File: config.mk
export PLATFORM = sky130hd
export DESIGN_NAME = lut_interp_activation_flat
export DESIGN_NICKNAME = d
export VERILOG_FILES = /design/src/rtl/lut_interp_activation_if.sv /design/src/rtl/lut_interp_activation.sv /design/src/flat_wrapper.sv
export SDC_FILE = /design/constraint.sdc
export NUM_CORES = 1
export LEC_CHECK = 0
export ABC_CLOCK_PERIOD_IN_PS = 5800
export CORE_MARGIN = 2
export CORE_UTILIZATION = 45
export DETAILED_ROUTE_END_ITERATION = 7
export GPL_ROUTABILITY_DRIVEN = 1
export MAX_ROUTING_LAYER = met4
export PLACE_DENSITY = 0.73
export SLEW_MARGIN = 10
export SYNTH_ARGS = -nofsm -noshare
export SYNTH_HDL_FRONTEND = slang
export SYNTH_SLANG_ARGS = --single-unit
File: constraint.sdc
create_clock -name clk -period 5.8 [get_ports clk]
set_input_delay 1.16 -clock clk [delete_from_list [all_inputs] [get_ports clk]]
set_output_delay 1.16 -clock clk [all_outputs]
set_load 0.1 [all_outputs]
File: src/rtl/lut_interp_activation_if.sv
// Handshake, sample and table-write bundle for the piecewise-linear activation unit.
// The master drives samples and table writes; the slave is the activation unit.
interface lut_interp_activation_if #(
  parameter int unsigned ADDR_W = 4,
  parameter int unsigned FRAC_W = 4,
  parameter int unsigned DATA_W = 8,
  parameter int unsigned LANES  = 2
);
  logic                      mode;
  logic                      in_valid;
  logic                      in_ready;
  logic [LANES*DATA_W-1:0]   in_data;
  logic                      out_valid;
  logic                      out_ready;
  logic [LANES*DATA_W-1:0]   out_data;
  logic                      wr_en;
  logic [ADDR_W-1:0]         wr_addr;
  logic [DATA_W-1:0]         wr_data;

  modport master (
    output mode, in_valid, in_data, out_ready, wr_en, wr_addr, wr_data,
    input  in_ready, out_valid, out_data
  );

  modport slave (
    input  mode, in_valid, in_data, out_ready, wr_en, wr_addr, wr_data,
    output in_ready, out_valid, out_data
  );
endinterface

File: src/rtl/lut_interp_activation.sv
// Three-stage piecewise-linear activation: table lookup, slope product, interpolation.
// All lanes share one runtime-writable breakpoint table and one valid/ready handshake.
module lut_interp_activation #(
  parameter int unsigned ADDR_W = 4,
  parameter int unsigned FRAC_W = 4,
  parameter int unsigned DATA_W = 8,
  parameter int unsigned LANES  = 2
) (
  input logic                   clk,
  input logic                   rst,
  lut_interp_activation_if.slave bus
);
  localparam int unsigned DEPTH  = 2 ** ADDR_W;
  localparam int unsigned PROD_W = DATA_W + FRAC_W + 2;
  localparam logic [ADDR_W-1:0] MAX_POS = ADDR_W'((2 ** (ADDR_W - 1)) - 1);

  logic [DATA_W-1:0] r_lut [DEPTH];

  logic                    r_s1_valid;
  logic                    r_s1_mode;
  logic [DATA_W-1:0]       r_s1_base [LANES];
  logic [DATA_W-1:0]       r_s1_next [LANES];
  logic [FRAC_W-1:0]       r_s1_frac [LANES];

  logic                    r_s2_valid;
  logic                    r_s2_mode;
  logic [DATA_W-1:0]       r_s2_base [LANES];
  logic [PROD_W-1:0]       r_s2_prod [LANES];

  logic                    r_out_valid;
  logic [LANES*DATA_W-1:0] r_out_data;

  logic                    w_en;
  logic [ADDR_W-1:0]       w_addr      [LANES];
  logic [ADDR_W-1:0]       w_next_addr [LANES];
  logic [DATA_W:0]         w_diff      [LANES];
  logic [PROD_W-1:0]       w_prod      [LANES];
  logic [DATA_W-1:0]       w_y         [LANES];
  logic [LANES-1:0]        w_unused_prod;

  assign w_en          = bus.out_ready || !r_out_valid;
  assign bus.in_ready  = w_en;
  assign bus.out_valid = r_out_valid;
  assign bus.out_data  = r_out_data;

  always_comb begin
    for (int k = 0; k < int'(LANES); k++) begin
      w_addr[k] = bus.in_data[k*DATA_W+FRAC_W +: ADDR_W];
      // The largest positive segment has no successor, so it interpolates against itself.
      w_next_addr[k] = (w_addr[k] == MAX_POS) ? w_addr[k] : w_addr[k] + ADDR_W'(1);

      w_diff[k] = {r_s1_next[k][DATA_W-1], r_s1_next[k]}
                - {r_s1_base[k][DATA_W-1], r_s1_base[k]};
      // Low PROD_W bits of the signed product; the true product always fits.
      w_prod[k] = {{(FRAC_W+1){w_diff[k][DATA_W]}}, w_diff[k]}
                * {{(DATA_W+2){1'b0}}, r_s1_frac[k]};

      // Result lies between base and next, so dropping the upper product bits is exact.
      w_y[k] = r_s2_base[k] + r_s2_prod[k][FRAC_W +: DATA_W];
      w_unused_prod[k] = ^r_s2_prod[k][PROD_W-1:DATA_W+FRAC_W];
    end
  end

  // Writes land regardless of stall; S1 reads in the same cycle see the old entry.
  always_ff @(posedge clk) begin
    if (rst) begin
      for (int i = 0; i < int'(DEPTH); i++) begin
        r_lut[i] <= (i < int'(DEPTH / 2)) ? DATA_W'(i << FRAC_W) : '0;
      end
    end else if (bus.wr_en) begin
      r_lut[bus.wr_addr] <= bus.wr_data;
    end
  end

  always_ff @(posedge clk) begin
    if (rst) begin
      r_s1_valid  <= 1'b0;
      r_s1_mode   <= 1'b0;
      r_s2_valid  <= 1'b0;
      r_s2_mode   <= 1'b0;
      r_out_valid <= 1'b0;
      r_out_data  <= '0;
      for (int k = 0; k < int'(LANES); k++) begin
        r_s1_base[k] <= '0;
        r_s1_next[k] <= '0;
        r_s1_frac[k] <= '0;
        r_s2_base[k] <= '0;
        r_s2_prod[k] <= '0;
      end
    end else if (w_en) begin
      r_s1_valid  <= bus.in_valid;
      r_s1_mode   <= bus.mode;
      r_s2_valid  <= r_s1_valid;
      r_s2_mode   <= r_s1_mode;
      r_out_valid <= r_s2_valid;
      for (int k = 0; k < int'(LANES); k++) begin
        r_s1_base[k] <= r_lut[w_addr[k]];
        r_s1_next[k] <= r_lut[w_next_addr[k]];
        r_s1_frac[k] <= bus.in_data[k*DATA_W +: FRAC_W];
        r_s2_base[k] <= r_s1_base[k];
        r_s2_prod[k] <= w_prod[k];
        r_out_data[k*DATA_W +: DATA_W] <= r_s2_mode ? r_s2_base[k] : w_y[k];
      end
    end
  end
endmodule

File: src/flat_wrapper.sv
// flat-port wrapper written by rule: the top's interface ports become plain ports
module lut_interp_activation_flat 
#(
  parameter int unsigned ADDR_W = 4,
  parameter int unsigned FRAC_W = 4,
  parameter int unsigned DATA_W = 8,
  parameter int unsigned LANES  = 2
)
  (clk, rst, bus_mode, bus_in_valid, bus_in_data, bus_out_ready, bus_wr_en, bus_wr_addr, bus_wr_data, bus_in_ready, bus_out_valid, bus_out_data);
  lut_interp_activation_if #(.ADDR_W(ADDR_W), .FRAC_W(FRAC_W), .DATA_W(DATA_W), .LANES(LANES)) bus_i ();
  input logic clk;
  input logic rst;
  input wire logic [$bits(bus_i.mode)-1:0] bus_mode;
  input wire logic [$bits(bus_i.in_valid)-1:0] bus_in_valid;
  input wire logic [$bits(bus_i.in_data)-1:0] bus_in_data;
  input wire logic [$bits(bus_i.out_ready)-1:0] bus_out_ready;
  input wire logic [$bits(bus_i.wr_en)-1:0] bus_wr_en;
  input wire logic [$bits(bus_i.wr_addr)-1:0] bus_wr_addr;
  input wire logic [$bits(bus_i.wr_data)-1:0] bus_wr_data;
  output wire logic [$bits(bus_i.in_ready)-1:0] bus_in_ready;
  output wire logic [$bits(bus_i.out_valid)-1:0] bus_out_valid;
  output wire logic [$bits(bus_i.out_data)-1:0] bus_out_data;
  assign bus_i.mode = bus_mode;
  assign bus_i.in_valid = bus_in_valid;
  assign bus_i.in_data = bus_in_data;
  assign bus_i.out_ready = bus_out_ready;
  assign bus_i.wr_en = bus_wr_en;
  assign bus_i.wr_addr = bus_wr_addr;
  assign bus_i.wr_data = bus_wr_data;
  assign bus_in_ready = bus_i.in_ready;
  assign bus_out_valid = bus_i.out_valid;
  assign bus_out_data = bus_i.out_data;
  lut_interp_activation #(.ADDR_W(ADDR_W), .FRAC_W(FRAC_W), .DATA_W(DATA_W), .LANES(LANES)) u_core (.clk(clk), .rst(rst), .bus(bus_i));
endmodule
==> key figures <==
Clock tree
  • Number of buffers inserted to repair setup after CTS: 0
  • Clock buffer count from CTS: 25
  • Clock sink count: 221
  • Root buffer cell: sky130_fd_sc_hd__clkbuf_16
  • TritonCTS clock tree: built
  • Cells resized by post-CTS repair: 0
  • Insertion delay of the later-clocked pin in the worst-skew pair: 0.56 ns
  • Total number of H-tree levels: 1
  • Clock slew seen by the registers of the worst setup and hold paths: 0.06 ns
  • CTS hold repair buffers: 0
  • Clock buffer depth: 3

Worst setup path
  • Launching element type of the critical path: register
  • Data required time of the critical path: 6.07 ns
  • Worst setup path class: reg -> reg
  • Crit Path Max Fanout: 4
  • Crit path max-delay cell type: sky130_fd_sc_hd__fa_1
  • Dominant cell type by count on the critical path: sky130_fd_sc_hd__inv_1
  • Sequence of cells on the critical path: inv_1 -> ha_1 -> inv_1 -> fa_1 -> a211oi_1 -> nor2_1 -> nor2_1 -> and2_1 -> ha_1 -> fa_1 -> inv_1 -> fa_1 -> inv_1 -> ha_1 -> or3_1 -> o21ai_0 -> o31ai_1 -> a21oi_1 -> xnor2_1 -> nor2_1
  • Number of buffers and inverters on the critical path: 4
  • Biggest cell delay along the critical path: 0.48 ns
  • Signal arrival time at the worst endpoint: 5.17 ns
  • Category of the worst setup path capture point: register
  • Cell family with the largest share of critical-path delay: adder cells

Drt
  • DRT iter0 DRCs: 1295
  • Number of detailed-route iterations in the first pass: 6
  • Remaining routing DRC violations: 0
  • Final antenna-violating net count: 0
  • Vias/cell: 5.95
  • Wire length per cell: 21.7 um
  • Overall via count from detail_route: 12700
  • Final wirelength: 46200 um

Synthesis
  • Synth Instances: 1644
  • Top FF cell, synth: sky130_fd_sc_hd__edfxtp_1
  • Syn Nets: 1782
  • Count leader, synth: sky130_fd_sc_hd__nand2_1
  • Distinct cell type count after synthesis: 59
  • Fraction of synthesized cell area taken by the top area cell type: 37.1%
  • Yosys top cell by area: sky130_fd_sc_hd__edfxtp_1
  • Fraction of registers with async set/reset: 0%
  • Total of flip-flops plus latches after synthesis: 221
  • Average size of a mapped cell: 9.86 sq um
  • Synthesized cell area: 0.0162 sq mm
  • Synth warn: 0
  • Proportion of synthesized chip area in sequential cells: 39.6%
  • Number of flops mapped to enable cells by yosys: 200
  • Post-synth top cells: sky130_fd_sc_hd__nand2_1, sky130_fd_sc_hd__edfxtp_1, sky130_fd_sc_hd__and2_1, sky130_fd_sc_hd__nand3_1, sky130_fd_sc_hd__inv_1
  • Cells taking the most area after synthesis: sky130_fd_sc_hd__edfxtp_1, sky130_fd_sc_hd__mux4_2, sky130_fd_sc_hd__nand2_1, sky130_fd_sc_hd__and2_1, sky130_fd_sc_hd__ha_1

Timing
  • Count of final hold-check violations: 0
  • Crit path time final: 4.90 ns
  • Unrepaired setup endpoints after global routing: false
  • Relative slew margins: 23.4%
  • Worst Skew: 0.0377 ns
  • Worst Max-Slew Pin Slew: 1.15 ns
  • F_max: 0.204 GHz
  • Max Transition Viols Final: 0
  • Tcrit/Tclk final: 84.5%
  • Setup TNS: 0 ns
  • Final-report setup violation count: 0

Floorplan
  • Chip height: 194 um
  • IO Count: 52
  • Width of the die: 194 um
  • Starting density of the core: 45.7%
  • Floorplan Core Area: 0.0355 sq mm
  • Std cell rows: 69
  • Area of the die: 0.0376 sq mm

Layout
  • Number of fill cells in the layout: 3163
  • Syn-to-layout area delta: 10.4%
  • Area of combinational cells with multiple inputs: 0.00903 sq mm
  • Final Net Count: 1795
  • Fraction of layout cells with a size suffix above 1: 11.0%
  • Final instance count without filler cells: 2133
  • Area used by sequential logic in the layout: 0.00643 sq mm

Global route
  • First-pass GRT wire length: 71800 um
  • Pin count of the biggest net entering global routing: 73
  • Total congestion overflow: 0
  • Antenna violations before repair: 2
  • Number of global-route vias before repair: 12600
  • GR Util All Layers: 25.4%

Place
  • Number of buffer cells added on primary ports: 51
  • HPWL after detailed placement: 33000 um
  • Routability Congestion: 1.04
  • Inst Count DP: 2091

Pwr
  • Total leakage power: 6.99 nW
  • P per Cell Area: 306 mW/mm^2
  • Maximum vdd ir drop: 313 uV

Run
  • Max-cap violations: 0

Min path
  • Worst min-delay path class: reg -> reg

Outcome
  • Outcome: finished, final reports clean
[per-stage QoR]
| step | setup WS [ns] | hold slack (ns) | util, % | total power [mW] | cell area [sq um] |
|---|---|---|---|---|---|
| global placement | 1.14 | 0.441 | 48.4 | 3.97 | 17200 |
| global route | 0.522 | 0.471 | 50.4 | 5.80 | 17900 |
| floorplan | 1.41 | 0.432 | - | 3.50 | 16200 |
| CTS | 0.925 | 0.457 | 50.4 | 5.49 | 17900 |
| detailed placement | 0.955 | 0.447 | 48.4 | 4.02 | 17200 |
| finish | 0.901 | 0.456 | 50.4 | 5.48 | 17900 |
[logic make-up after synthesis]
logic type                 synth area share [%]
AOI/OAI and AO/OA                          5.70
muxes                                      11.9
adders and majority gates                  9.60
buffers and inverters                      5.14
xor gates and xnor gates                   2.13
DFF                                        39.6
and+or+nand+nor                            25.8
[worst min-delay path: cells and delay by family, from the launching register on]
| kind | cells | cell delay, ns |
|---|---|---|
| and+or+nand+nor | 1 | 0.05 |
| DFF | 1 | 0.31 |
| AOI/OAI and AO/OA | 1 | 0.05 |
[worst paths after layout]
check                                             from                                    end  slack (ns)  depth (start not counted)
setup / recovery  u_core.r_s1_next[0][8]$_SDFFCE_PN0P_  u_core.r_s2_prod[0][25]$_SDFFCE_PN0P_        0.90                         20
hold / removal          u_core.r_s2_valid$_SDFFE_PP0P_         u_core.r_s2_valid$_SDFFE_PP0P_        0.46                          2
setup reg to reg  u_core.r_s1_next[0][8]$_SDFFCE_PN0P_  u_core.r_s2_prod[0][25]$_SDFFCE_PN0P_        0.90                         20
hold reg to reg         u_core.r_s2_valid$_SDFFE_PP0P_         u_core.r_s2_valid$_SDFFE_PP0P_        0.46                          2
[layout make-up]
| class | instances | area share [%] |
|---|---|---|
| inverter | 104 | 2.18 |
| clock inverter | 12 | 0.524 |
| timing repair buffer | 79 | 4.11 |
| antenna | 1 | 0.0140 |
| multi-input combinational | 1226 | 50.5 |
| clock buffer | 29 | 3.58 |
| tap | 461 | 3.22 |
| sequential | 221 | 35.9 |
[sequential cells by signal, indices dropped and copies added (netlist names)]
register	count
u_core.r_lut	128
u_core.bus.out_data	16
u_core.r_s1_base	16
u_core.r_s1_next	16
u_core.r_s2_base	16
u_core.r_s2_prod	16
u_core.r_s1_frac	8
u_core.bus.out_valid	1
u_core.r_s1_mode	1
u_core.r_s1_valid	1
u_core.r_s2_mode	1
u_core.r_s2_valid	1
[cell usage in the layout, fill, tap and decap left out, types with 22 or more instances in the layout]
| master | synthesis | final |
|---|---|---|
| sky130_fd_sc_hd__nor2_1 | 83 | 82 |
| sky130_fd_sc_hd__edfxtp_1 | 200 | 200 |
| sky130_fd_sc_hd__o21ai_0 | 23 | 23 |
| sky130_fd_sc_hd__inv_1 | 104 | 104 |
| sky130_fd_sc_hd__buf_4 | 8 | 26 |
| sky130_fd_sc_hd__nand2_1 | 315 | 315 |
| sky130_fd_sc_hd__nand2b_1 | 26 | 25 |
| sky130_fd_sc_hd__fa_1 | 34 | 34 |
| sky130_fd_sc_hd__clkbuf_16 | 0 | 25 |
| sky130_fd_sc_hd__a21oi_1 | 23 | 23 |
| sky130_fd_sc_hd__a31oi_1 | 22 | 22 |
| sky130_fd_sc_hd__and2_1 | 175 | 175 |
| sky130_fd_sc_hd__clkdlybuf4s50_1 | 0 | 46 |
| sky130_fd_sc_hd__nand4_1 | 33 | 33 |
| sky130_fd_sc_hd__mux4_2 | 80 | 80 |
| sky130_fd_sc_hd__nand3_1 | 126 | 126 |
| sky130_fd_sc_hd__ha_1 | 70 | 70 |
[routing by layer]
layer  vias up  GRT usage (%)  wire [um]
met5         -              -          0
met4         0           11.5       2480
met3       162           6.02       4250
met2       648           39.7      21200
met1      6078           31.3      18300
li1       5799              -          -
[power breakdown]
part	switching, mW	leakage (nW)	internal (mW)
clock	0.646	0.358	0.830
sequential	0.138	2.24	1.93
combinational	1.18	4.39	0.760
total	1.96	6.99	3.52
Power figures use the tool's default switching activity.
